File: src/rtl/branch_predictor.sv
// Direct-mapped BTB with 2-bit saturating counters: predicts direction/target in IF,
// trains on the resolved outcome in ID and redirects fetch on a misprediction.
module branch_predictor #(
    parameter int IDX_BITS = 6,
    parameter int TAG_BITS = 8
) (
    input  logic        clk,
    input  logic        rst,
    input  logic [31:0] if_pc,
    output logic        pred_taken,
    output logic [31:0] pred_target,
    input  logic        upd_valid,
    input  logic [31:0] upd_pc,
    input  logic        upd_taken,
    input  logic [31:0] upd_target,
    input  logic        upd_pred_taken,
    input  logic [31:0] upd_pred_target,
    output logic        mispredict,
    output logic [31:0] redirect_pc,
    output logic [31:0] branch_cnt,
    output logic [31:0] miss_cnt
);

    localparam int ENTRIES = 1 << IDX_BITS;
    localparam int TAG_LO  = IDX_BITS + 2;
    localparam int TAG_HI  = IDX_BITS + TAG_BITS + 1;

    logic                valid_q  [ENTRIES];
    logic [TAG_BITS-1:0] tag_q    [ENTRIES];
    logic [31:0]         target_q [ENTRIES];
    logic [1:0]          ctr_q    [ENTRIES];

    logic [IDX_BITS-1:0] if_idx;
    logic [TAG_BITS-1:0] if_tag;
    logic [IDX_BITS-1:0] upd_idx;
    logic [TAG_BITS-1:0] upd_tag;
    logic                if_hit;
    logic                upd_hit;
    logic [31:0]         actual_next;
    logic [31:0]         pred_next;

    // PC bits outside the index/tag fields carry no information for the table.
    logic unused_pc_bits;
    assign unused_pc_bits = ^{if_pc[1:0], if_pc[31:TAG_HI+1], upd_pc[1:0], upd_pc[31:TAG_HI+1]};

    function automatic logic [1:0] ctr_inc(input logic [1:0] c);
        return (c == 2'b11) ? c : c + 2'd1;
    endfunction

    function automatic logic [1:0] ctr_dec(input logic [1:0] c);
        return (c == 2'b00) ? c : c - 2'd1;
    endfunction

    assign if_idx  = if_pc[TAG_LO-1:2];
    assign if_tag  = if_pc[TAG_HI:TAG_LO];
    assign upd_idx = upd_pc[TAG_LO-1:2];
    assign upd_tag = upd_pc[TAG_HI:TAG_LO];

    // Fetch-side lookup: reads pre-edge table contents, no write bypass.
    always_comb begin
        if_hit      = valid_q[if_idx] && (tag_q[if_idx] == if_tag);
        pred_taken  = if_hit && ctr_q[if_idx][1];
        pred_target = pred_taken ? target_q[if_idx] : if_pc + 32'd4;
    end

    // Resolve: compare next-PCs so a right direction with a stale target still flushes.
    always_comb begin
        upd_hit     = valid_q[upd_idx] && (tag_q[upd_idx] == upd_tag);
        actual_next = upd_taken ? upd_target : upd_pc + 32'd4;
        pred_next   = upd_pred_taken ? upd_pred_target : upd_pc + 32'd4;
        mispredict  = 1'b0;
        redirect_pc = 32'd0;
        if (upd_valid && !rst) begin
            mispredict  = (actual_next != pred_next);
            redirect_pc = actual_next;
        end
    end

    always_ff @(posedge clk) begin
        if (rst) begin
            for (int i = 0; i < ENTRIES; i++) begin
                valid_q[i]  <= 1'b0;
                tag_q[i]    <= '0;
                target_q[i] <= 32'd0;
                ctr_q[i]    <= 2'b01;
            end
            branch_cnt <= 32'd0;
            miss_cnt   <= 32'd0;
        end else if (upd_valid) begin
            branch_cnt <= branch_cnt + 32'd1;
            if (mispredict) begin
                miss_cnt <= miss_cnt + 32'd1;
            end
            if (upd_hit) begin
                if (upd_taken) begin
                    ctr_q[upd_idx]    <= ctr_inc(ctr_q[upd_idx]);
                    target_q[upd_idx] <= upd_target;
                end else begin
                    ctr_q[upd_idx] <= ctr_dec(ctr_q[upd_idx]);
                end
            end else if (upd_taken) begin
                // Allocation evicts whatever occupied this index.
                valid_q[upd_idx]  <= 1'b1;
                tag_q[upd_idx]    <= upd_tag;
                target_q[upd_idx] <= upd_target;
                ctr_q[upd_idx]    <= 2'b10;
            end
        end
    end

endmodule

File: config.mk
export PLATFORM = sky130hd
export DESIGN_NAME = branch_predictor
export DESIGN_NICKNAME = d
export VERILOG_FILES = /design/src/rtl/branch_predictor.sv
export SDC_FILE = /design/constraint.sdc
export NUM_CORES = 2
export LEC_CHECK = 0
export CAP_MARGIN = 20
export CORE_MARGIN = 2
export CORE_UTILIZATION = 45
export CTS_CLUSTER_DIAMETER = 50
export DETAILED_ROUTE_END_ITERATION = 6
export GPL_TIMING_DRIVEN = 0
export SKIP_CTS_REPAIR_TIMING = 1
export SYNTH_ARGS = -nofsm -noshare
export SYNTH_HDL_FRONTEND = slang
export SYNTH_SLANG_ARGS = --single-unit
export TNS_END_PERCENT = 100
File: constraint.sdc
create_clock -name clk -period 18.7 [get_ports clk]
set_input_delay 3.74 -clock clk [delete_from_list [all_inputs] [get_ports clk]]
set_output_delay 3.74 -clock clk [all_outputs]
set_load 0.02 [all_outputs]
==> Word-level counts from Yosys, hierarchy flattened <==
Memories as Yosys holds them, arrays and structs flattened.
Cells that the tools add are included.
{ "totals": {"ff_bits": 64, "mem_bits_rw": 2752, "out_inout_bits": 130, "elab_cells": 68, "mem_count": 4} }
{ "classes": {"addsub": 6, "eq_ne": 4, "n_mux": 38, "bitwise_logic": 3, "n_reduce_logical": 11} }
{ "memory_table": {"columns": ["name", "words", "word_bits", "read_ports", "rd_clocked_by_memory_dff", "wr", "line", "text"], "rows": [
  ["target_q", 64, 32, 1, 0, 64, "30", "logic [31:0] target_q [ENTRIES];"],
  ["tag_q", 64, 8, 2, 0, 64, "29", "logic [TAG_BITS-1:0] tag_q [ENTRIES];"],
  ["ctr_q", 64, 2, 2, 0, 64, "31", "logic [1:0] ctr_q [ENTRIES];"],
  ["valid_q", 64, 1, 2, 0, 64, "28", "logic valid_q [ENTRIES];"]
]} }
{ "ops": {"columns": ["op", "count"], "rows": [
  ["two-way mux 32 bit", 6],
  ["adder 32 x 1 -> 32 bit (second input constant)", 2],
  ["adder 32 x 3 -> 32 bit (second input constant)", 2],
  ["inequality test 32 bit", 1],
  ["OR reduction 32 bit", 1],
  ["two-way mux 6 bit", 4],
  ["two-way mux 1 bit", 22],
  ["== test 8 bit", 2],
  ["two-way mux 2 bit", 5],
  ["two-way mux 8 bit", 1],
  ["OR reduction 8 bit", 1],
  ["logical AND 1 bit", 4],
  ["bitwise OR 1 bit", 3],
  ["adder 2 x 1 -> 2 bit (second input constant)", 1],
  ["== test 2 bit (second input constant)", 1],
  ["logical NOT 2 bit", 1],
  ["AND reduction 2 bit", 1],
  ["OR reduction 2 bit", 1],
  ["subtractor 2 x 1 -> 2 bit (second input constant)", 1],
  ["logical NOT 1 bit", 1],
  ["OR reduction 1 bit", 1]
]} }

==> Logic depth before layout (Yosys ltp) <==
An unclocked memory read counts as a cell.
{ "depth": {"word_depth": 11, "ltp_mapped": 19, "depth_no_buf": 11} }

==> Worst setup path before layout <==
No wires, ideal clock.
{ "synth_timing": {"path_kind": "input-to-output", "startpoint": "input port if_pc[2]", "endpoint": "output port pred_target[12]", "arrival_time_ns": 7.547, "t_required_ns": 14.960, "setup_slack_ns": 7.413, "stages": 11, "path_buffers": 7, "cell_sequence": "buf_2 > buf_2 > buf_2 > buf_2 > clkbuf_1 > clkbuf_1 > clkbuf_1 > mux4_2 > mux4_2 > mux4_2 > mux2_2"} }
{ "synth_between": {"elab_chain_len": 5, "word_cells_on_any_way": 9} }
{ "synth_lines": {"columns": ["element", "line", "text"], "rows": [
  ["from (decl)", "9", "input logic [31:0] if_pc,"],
  ["memory (64 x 8 bit)", null, null],
  ["== test 8 bit", "61", "if_hit = valid_q[if_idx] && (tag_q[if_idx] == if_tag);"],
  ["logical AND 1 bit", "61", null],
  ["logical AND 1 bit", "62", "pred_taken = if_hit && ctr_q[if_idx][1];"],
  ["two-way mux 32 bit (*)", "63", "pred_target = pred_taken ? target_q[if_idx] : if_pc + 32'd4;"],
  ["to (decl)", "11", "output logic [31:0] pred_target,"]
]} }
Every way passes the cells marked *; elsewhere a longest branch is shown, timed or not.

==> Worst setup path after layout <==
{ "layout_timing": {"startpoint": "input port if_pc[3]", "endpoint": "output port pred_target[2]"} }
The elaborated chain is that of the path after synthesis.

==> results_dict.tcl <==
set metrics [dict create \
    synthTopCellsByCount "edfxtp_1 (2688), and3_1 (1886), clkbuf_1 (951), mux4_2 (878), nor2_1 (842)" \
    slew_headroom_pct 8.71 \
    grt_pass1_wl_mm 876 \
    yosys_register_bits 2816 \
    fp-row-count 202 \
    ys_warn_count 0 \
    stdcell_area_sq_mm 0.160 \
    htree_levels 5 \
    finClkSkew_ns 0.0479 \
    cp_top_family "buffers and inverters" \
    clock_latency_ns 0.98 \
    via_per_inst 6.98 \
    ir_drop_mv 0.0864 \
    syn-cell-area_sq_mm 0.136 \
    antenna_left 0 \
    numPortBuffers 246 \
    fin_ws_ns 2.41 \
    synth.top_cell.area_share_pct 59.3 \
    critPathSlowestCell "clkbuf_1" \
    rsz0062_at_grt "false" \
    ys.flop_type "edfxtp_1" \
    setup_tns_ns 0 \
    arrival_ns 12.55 \
    timing_worst_setup_path_type "in2out" \
    nFillCells 25200 \
    hold_path.class "reg2reg" \
    yosys.area.top_type "edfxtp_1" \
    die_h_microns 554 \
    cts_sinks 2816 \
    utilization_pct 53.0 \
    cts_made_buffers 354 \
    syn2layout_area_growth_pct 17.5 \
    finalSetupViolCount 0 \
    syn-instance-count 9624 \
    drc 2 \
    p_leak_nw 59.3 \
    synthArstFlopShare_pct 0 \
    clock.fmax_mhz 61.4 \
    synth.most_common_cell "edfxtp_1" \
    pre_cts_ws_ns 2.94 \
    die_w_microns 554 \
    layout.cells.non_filler 14900 \
    cts_tree "yes" \
    cts_root_buffer "clkbuf_16" \
    hold_viol 0 \
    violations "design-rule violations" \
    routed_wl_mm 664 \
    die_area_sq_mm 0.307 \
    drt_pre_antenna_iters 7 \
    min_period_ns 16.29 \
    final.period_utilization_pct 87.1 \
    seq_area_frac_synth_pct 61.1 \
    globalplace.congestion 1.07 \
    core_sq_mm 0.302 \
    antenna_found_initial 112 \
    crit_top_cell "buf_2" \
    vias 104000 \
    ys_types 87 \
    critPathCaptureType "primary output" \
    synth_area_per_cell_sq_um 14.2 \
    synth_edf_count 2688 \
    drive_above_1_share_pct 19.4 \
    ys_top_cells_by_area "edfxtp_1 (59%), mux4_2 (15%), and3_1 (8.7%), clkbuf_1 (2.6%), nor2_1 (2.3%)" \
    finalMaxSlewViolations 0 \
    first_global_vias 97700 \
    crit_fanout 10 \
    clockBufferDepth 4 \
    initial_core_util_pct 45.1 \
    finalNetCount 10600 \
    grt_max_degree 32 \
    status "complete, but fails checks" \
    syn-num-nets 9761 \
    finalPower_mw 16.4 \
    first_iter_violations 19100 \
    dp.cells 14000 \
    power_density_mw_per_mm2 102 \
    placed_area_sq_mm 0.147 \
    grt_usage_pct 42.5 \
    max_stage_delay_ns 0.90 \
    maxCapViolations 0 \
    ios 263 \
    cp_num_buf_inv 10 \
    wl_per_cell_microns 44.6 \
    worst_pin_slew_ns 1.36 \
    worstPathRequired_ns 14.96 \
    gr-total-overflow 0 \
    startpoint_type "input port" \
    dp_hpwl_mm 497 \
    path_clk_slew_ns 0.06 \
    worstPathCellList "clkdlybuf4s50_1 > clkbuf_1 > buf_2 > buf_2 > buf_2 > clkbuf_1 > buf_2 > o211ai_1 > a21oi_1 > a221oi_1 > nor3_1 > a21oi_1 > nor4b_4 > buf_8 > buf_2 > mux2i_1 > clkdlybuf4s50_1" \
    holdWs_ns 0.484 \
]
==> layout make-up <==
class / count / area (sq um) / area share, %
flip-flops and latches: 2816 / 83300 / 52.0
diodes: 160 / 400 / 0.250
plain buffers: 1199 / 5050 / 3.15
clock buffers: 405 / 9190 / 5.74
well taps: 3978 / 4980 / 3.11
clock inverters: 248 / 2780 / 1.73
multi-input cells: 5525 / 47900 / 29.9
repair buffers: 453 / 6190 / 3.87
inverters: 84 / 315 / 0.197
==> path summary, 6_finish.rpt <==
check	cells past startpoint	slack (ns)	end	start
worst max-delay path	17	2.41	pred_target[2]	if_pc[3]
worst min register to register	2	0.48	valid_q[6]$_DFF_P_	valid_q[6]$_DFF_P_
worst max register to register	12	12.02	tag_q[13][7]$_SDFFCE_PN0P_	tag_q[11][0]$_SDFFCE_PN0P_
worst min-delay path	2	0.48	valid_q[6]$_DFF_P_	valid_q[6]$_DFF_P_
==> power breakdown <==
part / internal [mW] / switching [mW] / total (mW) / leakage [nW]
Sequential: 7.19 / 0.115 / 7.30 / 26.4
Clock: 4.16 / 2.99 / 7.15 / 5.80
Combinational: 0.607 / 1.31 / 1.91 / 27.0
==> worst reg2reg max path, stage by stage (launching register included) <==
cell and delay (ns):
edfxtp_1 0.39, mux4_2 0.51, a221oi_1 0.92, o22ai_1 0.19
nor4_1 1.02, xor2_1 0.18, nand4_1 0.45, or2_1 0.19
buf_6 0.18, buf_2 0.37, nand2_1 0.77, buf_2 0.48
nor2_1 0.71
==> layout by cell type (no fill, tap or decap), drive strengths merged, types with 148 or more instances in the layout <==
| master | n |
|---|---|
| clkbuf | 1357 |
| nand2 | 251 |
| mux4 | 878 |
| nand3 | 199 |
| clkdlybuf4s50 | 246 |
| and3 | 1886 |
| diode | 160 |
| edfxtp | 2688 |
| nand2b | 148 |
| buf | 454 |
| nor2 | 842 |
==> logic make-up after synthesis <==
family,synth area share (%)
and+or+nand+nor,14.5
xor gates and xnor gates,1.15
muxes,15.7
buffers and inverters,3.88
AOI/OAI and AO/OA,3.54
adders and majority gates,0.0367
DFF,61.1
==> registers in the layout, summed over array words and instances, names as in the netlist <==
register and flops:
miss_cnt 32, tag_q 512, target_q 2048, valid_q 64, ctr_q 128, branch_cnt 32
==> per-layer routing <==
metal	up-vias	part of all wire, %	wire [microns]	GRT usage (%)
li1	39200	-	-	-
met1	53300	34	227000	53.2
met2	9193	43	284000	60.8
met3	1998	14	92400	14.1
met4	60	9.0	59600	32.5
met5	-	0.10	691	0.438
Power figures use the tool's default switching activity.
